===== config.mk =====
export PLATFORM = sky130hd
export DESIGN_NAME = udp_key_extractor
export DESIGN_NICKNAME = d
export VERILOG_FILES = /design/src/rtl/udp_key_extractor.sv
export SDC_FILE = /design/constraint.sdc
export NUM_CORES = 2
export LEC_CHECK = 0
export CORE_AREA = 4 4 524 526
export DETAILED_ROUTE_END_ITERATION = 10
export DIE_AREA = 0 0 528 530
export DONT_BUFFER_PORTS = 1
export PLACE_DENSITY = 0.31
export RECOVER_POWER = 50
export SYNTH_ARGS = -nofsm -noshare
export SYNTH_HDL_FRONTEND = slang
export SYNTH_SLANG_ARGS = --single-unit

===== constraint.sdc =====
create_clock -name axis_clk -period 5.4 [get_ports axis_clk]
set_input_delay 0 -clock axis_clk [delete_from_list [all_inputs] [get_ports axis_clk]]
set_output_delay 0 -clock axis_clk [all_outputs]
set_load 0.05 [all_outputs]

===== src/rtl/udp_key_extractor.sv =====
// Ingress tap ahead of the key comparer: forwards AXI-Stream beats through a one-stage
// slice, decodes the head beat of each packet into a cache or compare key, counts bad heads.
module udp_key_extractor #(
  parameter int         DATA_W      = 512,
  parameter int         KEY_OFFSET  = 42,
  parameter int         TYPE_OFFSET = 50,
  parameter logic [7:0] TYPE_REQ    = 8'h01,
  parameter logic [7:0] TYPE_ACK    = 8'h02,
  parameter logic [7:0] TYPE_CANCEL = 8'h03
) (
  input  logic                axis_clk,
  input  logic                axis_rstn,
  input  logic                s_axis_tvalid,
  output logic                s_axis_tready,
  input  logic                s_axis_tlast,
  input  logic [DATA_W-1:0]   s_axis_tdata,
  input  logic [DATA_W/8-1:0] s_axis_tkeep,
  output logic                m_axis_tvalid,
  input  logic                m_axis_tready,
  output logic                m_axis_tlast,
  output logic [DATA_W-1:0]   m_axis_tdata,
  output logic [DATA_W/8-1:0] m_axis_tkeep,
  output logic                cache_key_valid,
  output logic [63:0]         cache_key,
  input  logic                cache_key_ready,
  output logic                compare_key_valid,
  output logic [63:0]         compare_key,
  output logic                compare_opcode,
  input  logic                compare_key_ready,
  output logic [31:0]         stat_short,
  output logic [31:0]         stat_unknown
);

  typedef enum logic {FIRST, BODY} state_t;

  state_t              r_state;
  logic                r_m_tvalid, r_m_tlast;
  logic [DATA_W-1:0]   r_m_tdata;
  logic [DATA_W/8-1:0] r_m_tkeep;
  logic                r_cache_v, r_cmp_v, r_cmp_op;
  logic [63:0]         r_cache_key, r_cmp_key;
  logic [31:0]         r_stat_short, r_stat_unknown;

  logic                w_slot_ok, w_ready, w_acc, w_head, w_hdr_ok;
  logic [63:0]         w_key;
  logic [7:0]          w_type;

  // Key is big-endian on the wire: lowest byte address lands in key[63:56].
  always_comb begin
    w_key = '0;
    for (int i = 0; i < 8; i++)
      w_key[63-8*i -: 8] = s_axis_tdata[8*(KEY_OFFSET+i) +: 8];
  end

  assign w_type    = s_axis_tdata[8*TYPE_OFFSET +: 8];
  assign w_hdr_ok  = &s_axis_tkeep[TYPE_OFFSET:KEY_OFFSET];
  assign w_slot_ok = !r_m_tvalid || m_axis_tready;
  // Heads wait for the key channels to drain so each packet yields at most one pending key.
  assign w_ready   = (r_state == BODY) ? w_slot_ok : (w_slot_ok && !r_cache_v && !r_cmp_v);
  assign w_acc     = s_axis_tvalid && w_ready;
  assign w_head    = w_acc && (r_state == FIRST);

  always_ff @(posedge axis_clk) begin
    if (!axis_rstn) begin
      r_state        <= FIRST;
      r_m_tvalid     <= 1'b0;
      r_m_tlast      <= 1'b0;
      r_m_tdata      <= '0;
      r_m_tkeep      <= '0;
      r_cache_v      <= 1'b0;
      r_cache_key    <= '0;
      r_cmp_v        <= 1'b0;
      r_cmp_key      <= '0;
      r_cmp_op       <= 1'b0;
      r_stat_short   <= '0;
      r_stat_unknown <= '0;
    end else begin
      if (w_slot_ok) begin
        r_m_tvalid <= w_acc;
        if (w_acc) begin
          r_m_tdata <= s_axis_tdata;
          r_m_tkeep <= s_axis_tkeep;
          r_m_tlast <= s_axis_tlast;
        end
      end

      if (w_acc)
        r_state <= s_axis_tlast ? FIRST : BODY;

      if (r_cache_v && cache_key_ready) r_cache_v <= 1'b0;
      if (r_cmp_v && compare_key_ready) r_cmp_v   <= 1'b0;

      if (w_head) begin
        if (!w_hdr_ok) begin
          if (r_stat_short != 32'hFFFF_FFFF) r_stat_short <= r_stat_short + 32'd1;
        end else if (w_type == TYPE_REQ) begin
          r_cache_v   <= 1'b1;
          r_cache_key <= w_key;
        end else if (w_type == TYPE_ACK || w_type == TYPE_CANCEL) begin
          r_cmp_v   <= 1'b1;
          r_cmp_key <= w_key;
          r_cmp_op  <= (w_type == TYPE_CANCEL);
        end else begin
          if (r_stat_unknown != 32'hFFFF_FFFF) r_stat_unknown <= r_stat_unknown + 32'd1;
        end
      end
    end
  end

  assign s_axis_tready     = w_ready;
  assign m_axis_tvalid     = r_m_tvalid;
  assign m_axis_tlast      = r_m_tlast;
  assign m_axis_tdata      = r_m_tdata;
  assign m_axis_tkeep      = r_m_tkeep;
  assign cache_key_valid   = r_cache_v;
  assign cache_key         = r_cache_key;
  assign compare_key_valid = r_cmp_v;
  assign compare_key       = r_cmp_key;
  assign compare_opcode    = r_cmp_op;
  assign stat_short        = r_stat_short;
  assign stat_unknown      = r_stat_unknown;

endmodule

==> run_results.csv, run 1 <==
group,metric,value,unit
synthesis,ys_seq_area_share,52.8,%
synthesis,synth_top_family_by_area,"simple AND/OR/NAND/NOR gates",
clock_network,clkSinkCount,774,
synthesis,synth-main-ff-cell,"dfxtp_1",
synthesis,synth_edf_count,0,
placement,io_buffers,0,
synthesis,synth_compound_area_share,18.6,%
run_status,status,"did not finish",
placement,place_congestion,0.844,
clock_network,hold_buffers,1405,
placement,dp_hpwl,145,mm
synthesis,synth-xor-area-share,1.40,%
synthesis,syn_area,29300,um^2
synthesis,synth_top_cell_by_area,"dfxtp_1",
synthesis,ys_async_sr_fraction,0,%
clock_network,post-cts-setup-buffer-count,0,
clock_network,cts_resized,0,
synthesis,ys_warn_count,0,
synthesis,netlist.area_leader.share,52.8,%
run_status,error,"[ERROR RSZ-0060] Max buffer count reached.",
synthesis,synth_area_per_cell,8.47,um^2
clock_network,clk_path_buf_depth,4,
clock_network,cts_max_level,3,
synthesis,yosys.area_share.simple,23.3,%
clock_network,cts_root_buf,"clkbuf_16",
floorplanning,fp-row-count,191,
floorplanning,ios,1357,
synthesis,syn_inst,3463,
run_status,haltStage,"4_1_cts",
synthesis,ys_types,48,
floorplanning,die_w,528,um
synthesis,synthAdderAreaFrac,0.0853,%
synthesis,ys_seq_elements,774,
floorplanning,start_util,10.9,%
synthesis,muxShareOfSynthArea,0.171,%
synthesis,syn_nets,4048,
clock_network,numCtsBuffers,108,
floorplanning,die_h,530,um
synthesis,synth.area.top_cells,"dfxtp_1 53%, nand2_1 19%, a21boi_0 17%, clkbuf_1 2.7%, and2_1 1.2%",
==> synthesized netlist by cell type, types with 12 or more instances <==
library cell and n:
buf_2 12, xor2_1 22, dfxtp_1 774, nor3_1 15, xnor2_1 25, nand2_1 1446, a21boi_0 667, and2_1 54
nand3_1 34, a21boi_1 44, clkbuf_1 213, nand4_1 27
==> through the flow <==
stage | instances | area [um^2] | hold slack [ns] | worst slack [ns]
2_1_floorplan | 3463 | 29300 | 0.139 | 3.01
3_3_place_gp | 6830 | 33300 | 0.142 | 1.65
3_5_place_dp | 6830 | 33300 | 0.149 | 1.61
==> cells by family after synthesis <==
kind of cell	Yosys count
xor+xnor	47
buf+inv	253
simple gates	1653
mux	5
compound gates	729
flops	774
fa+ha+maj	2
==> run 2, diff against run 1 <==
- CORE_AREA: 4 4 524 526 -> 4 4 522 524
- DIE_AREA: 0 0 528 530 -> 0 0 526 528
- PLACE_DENSITY: 0.31 -> not set
- PLACE_DENSITY_LB_ADDON: not set -> 0.15
==> run 2 against run 1 <==
  * The run now ends clean
  * Area after synthesis unchanged
  * Synthesized cell count unchanged
==> run_results.csv, run 2 <==
group,metric,value,unit
placement,place_congestion,0.858,
timing,setup_viol,0,
drt,ant_nets,0,
global_route,grt_max_degree,473,
clock_network,clk_path_buf_depth,3,
global_route,grtUsageTotal,13.5,%
floorplanning,ios,1357,
clock_network,clkSinkCount,774,
finish,drive_gt1_share,4.76,%
drt,wire_per_inst,23.4,um
synthesis,ys_warn_count,0,
timing,period_share,82.9,%
finish,largest_reg_flops,512,
clock_network,cts_max_level,3,
timing,finalMaxSlewViolations,0,
drt,drtIter0Drc,1420,
synthesis,synth_edf_count,0,
clock_network,numCtsBuffers,104,
floorplanning,fp-row-count,190,
clock_network,cts_resized,0,
setup_path,cp.arrival,5.14,ns
timing,tightest_slew,1.30,ns
global_route,overflow,0,
clock_network,cts_tree,"built",
synthesis,synth-main-ff-cell,"dfxtp_1",
finish,final_cell_mix,"1,444 x nand2_1, 1,374 x dlygate4sd3_1, 774 x dfxtp_1, 667 x a21boi_0, 105 x clkbuf_16",
floorplanning,start_util,11.0,%
setup_path,timing_worst_setup_path_type,"register to register",
synthesis,ys_async_sr_fraction,0,%
setup_path,endpoint_kind,"register",
floorplanning,dieArea,278000,um^2
drt,route.detailed.drc,0,
synthesis,synth_top_cell_by_area,"dfxtp_1",
synthesis,syn_nets,4048,
floorplanning,coreArea,267000,um^2
timing,fmaxAchievable,0.223,GHz
placement,io_buffers,0,
clock_network,path_clk_slew,0.06,ns
global_route,antenna_found_initial,109,
synthesis,netlist.area_leader.share,52.8,%
synthesis,synthAdderAreaFrac,0.0853,%
placement,dp.cells,6796,
synthesis,muxShareOfSynthArea,0.171,%
timing,period_needed,4.48,ns
pwr,max-vdd-ir-drop,0.357,mV
synthesis,ys_types,48,
timing,rsz0062_at_grt,"no",
synthesis,ys_seq_elements,774,
synthesis,ys_top_cells_by_count,"1,446 x nand2_1, 774 x dfxtp_1, 667 x a21boi_0",
finish,num-fill-cells,29900,
floorplanning,die_h,528,um
synthesis,synth.area.top_cells,"dfxtp_1 53%, nand2_1 19%, a21boi_0 17%, clkbuf_1 2.7%, and2_1 1.2%",
pwr,power_density,319,nW/um^2
clock_network,cts_root_buf,"clkbuf_16",
timing,relSlewSlack,13.4,%
worst_hold_path,worstHoldPathType,"primary input to register",
synthesis,synth_most_common_cell,"nand2_1",
finish,area_delta_synth_final,72.8,%
synthesis,synth_compound_area_share,18.6,%
placement,pre_cts_slack,1.89,ns
timing,final.setup_skew,0.0385,ns
global_route,grt_pass1_vias,30500,
drt,via_count,29800,
finish,layout_commonest_cell,"nand2_1",
run_status,status,"finished clean",
pwr,cellLeakagePower,18.2,nW
setup_path,startpoint_type,"register",
floorplanning,die_w,526,um
global_route,grt_pass1_wl,264,mm
drt,avgViaCountPerCell,3.55,
timing,setup_tns,0,ns
placement,dp_hpwl,144,mm
synthesis,syn_inst,3463,
finish,layout.nets,5312,
synthesis,syn_area,29300,um^2
setup_path,worst_ep_required_time,6.06,ns
synthesis,synth-xor-area-share,1.40,%
worst_hold_path,hold_path_depth,3,
synthesis,ys_seq_area_share,52.8,%
job,max_cap_viol_count,0,
finish,final_cells,8401,
clock_network,post-cts-setup-buffer-count,0,
drt,totalWireLength,196,mm
timing,hold_viol,0,
synthesis,synth_top_family_by_area,"simple AND/OR/NAND/NOR gates",
synthesis,yosys.area_share.simple,23.3,%
timing,setup_slack,0.922,ns
setup_path,critPathMaxFanout,129,
clock_network,clk_latency,0.75,ns
synthesis,synth_area_per_cell,8.47,um^2
setup_path,worstRegToRegCells,8,
drt,dr.pass1.iters,5,
[run 2: cell families after synthesis]
logic type | after synthesis
AO/OA/AOI/OAI | 729
XOR/XNOR | 47
adder cells (fa/ha/maj) | 2
buffers and inverters | 253
flip-flops | 774
multiplexers | 5
AND/OR/NAND/NOR | 1653
[run 2: routing by layer]
layer / up-vias / global-route usage, % / wire, um / share of wire (%)
met1: 14300 / 14.1 / 70700 / 36
met2: 1313 / 22.9 / 92000 / 47
met3: 340 / 7.94 / 26700 / 14
li1: 13800 / - / - / -
met4: 42 / 4.01 / 6750 / 3.4
met5: - / 0 / 271 / 0.14
[run 2: final timing paths]
| check | to | from | slack, ns |
|---|---|---|---|
| max | m_axis_tdata[12] | m_axis_tvalid | 0.92 |
| min | m_axis_tdata[335] | s_axis_tdata[335] | 0.09 |
| max reg2reg | m_axis_tdata[12] | m_axis_tvalid | 0.92 |
| min reg2reg | m_axis_tdata[131] | m_axis_tdata[131] | 0.71 |
[run 2: area by class of cell]
class / count / area [um^2] / share of cell area (%)
Sequential cell: 774 / 15500 / 30.6
Timing Repair Buffer: 1408 / 14200 / 28.1
Multi-Input combinational cell: 2436 / 12800 / 25.3
Tap cell: 3552 / 4440 / 8.77
Clock buffer: 150 / 3060 / 6.03
Clock inverter: 37 / 541 / 1.07
Antenna cell: 41 / 103 / 0.202
Inverter: 3 / 11.3 / 0.0222
[run 2: power breakdown]
group | leakage, nW | total, mW | internal, mW | switching, mW
sequential | 6.34 | 7.19 | 5.97 | 1.22
combinational | 10.1 | 1.59 | 0.872 | 0.717
clock | 1.74 | 7.39 | 4.32 | 3.07
[run 2: repair_timing]
item | CTS | global route
hold buffers | 1375 | 0
endpoints found under the hold margin | 774 | 0
setup endpoints to repair | 0 | 0
[run 2: critical path: stages (launching register included)]
cell,delay (ns)
dfxtp_1,0.48
nand2b_1,0.31
o21a_1,0.63
and2_4,0.67
buf_12,0.35
nand2_1,0.11
dlygate4sd3_1,0.59
a21boi_0,0.16
dlygate4sd3_1,0.59
[run 2: per-stage QoR]
stage	instance area, um^2	utilization [%]	hold WS [ns]	total power, mW
after floorplan	29300	-	0.139	7.61
after global placement	33200	12.4	0.141	8.00
after detailed placement	33200	12.4	0.145	8.01
after CTS	50500	18.9	0.000439	16.6
after global routing	50600	18.9	0.0123	16.9
final	50700	19.0	0.0889	16.2
Power figures use the tool's default switching activity.
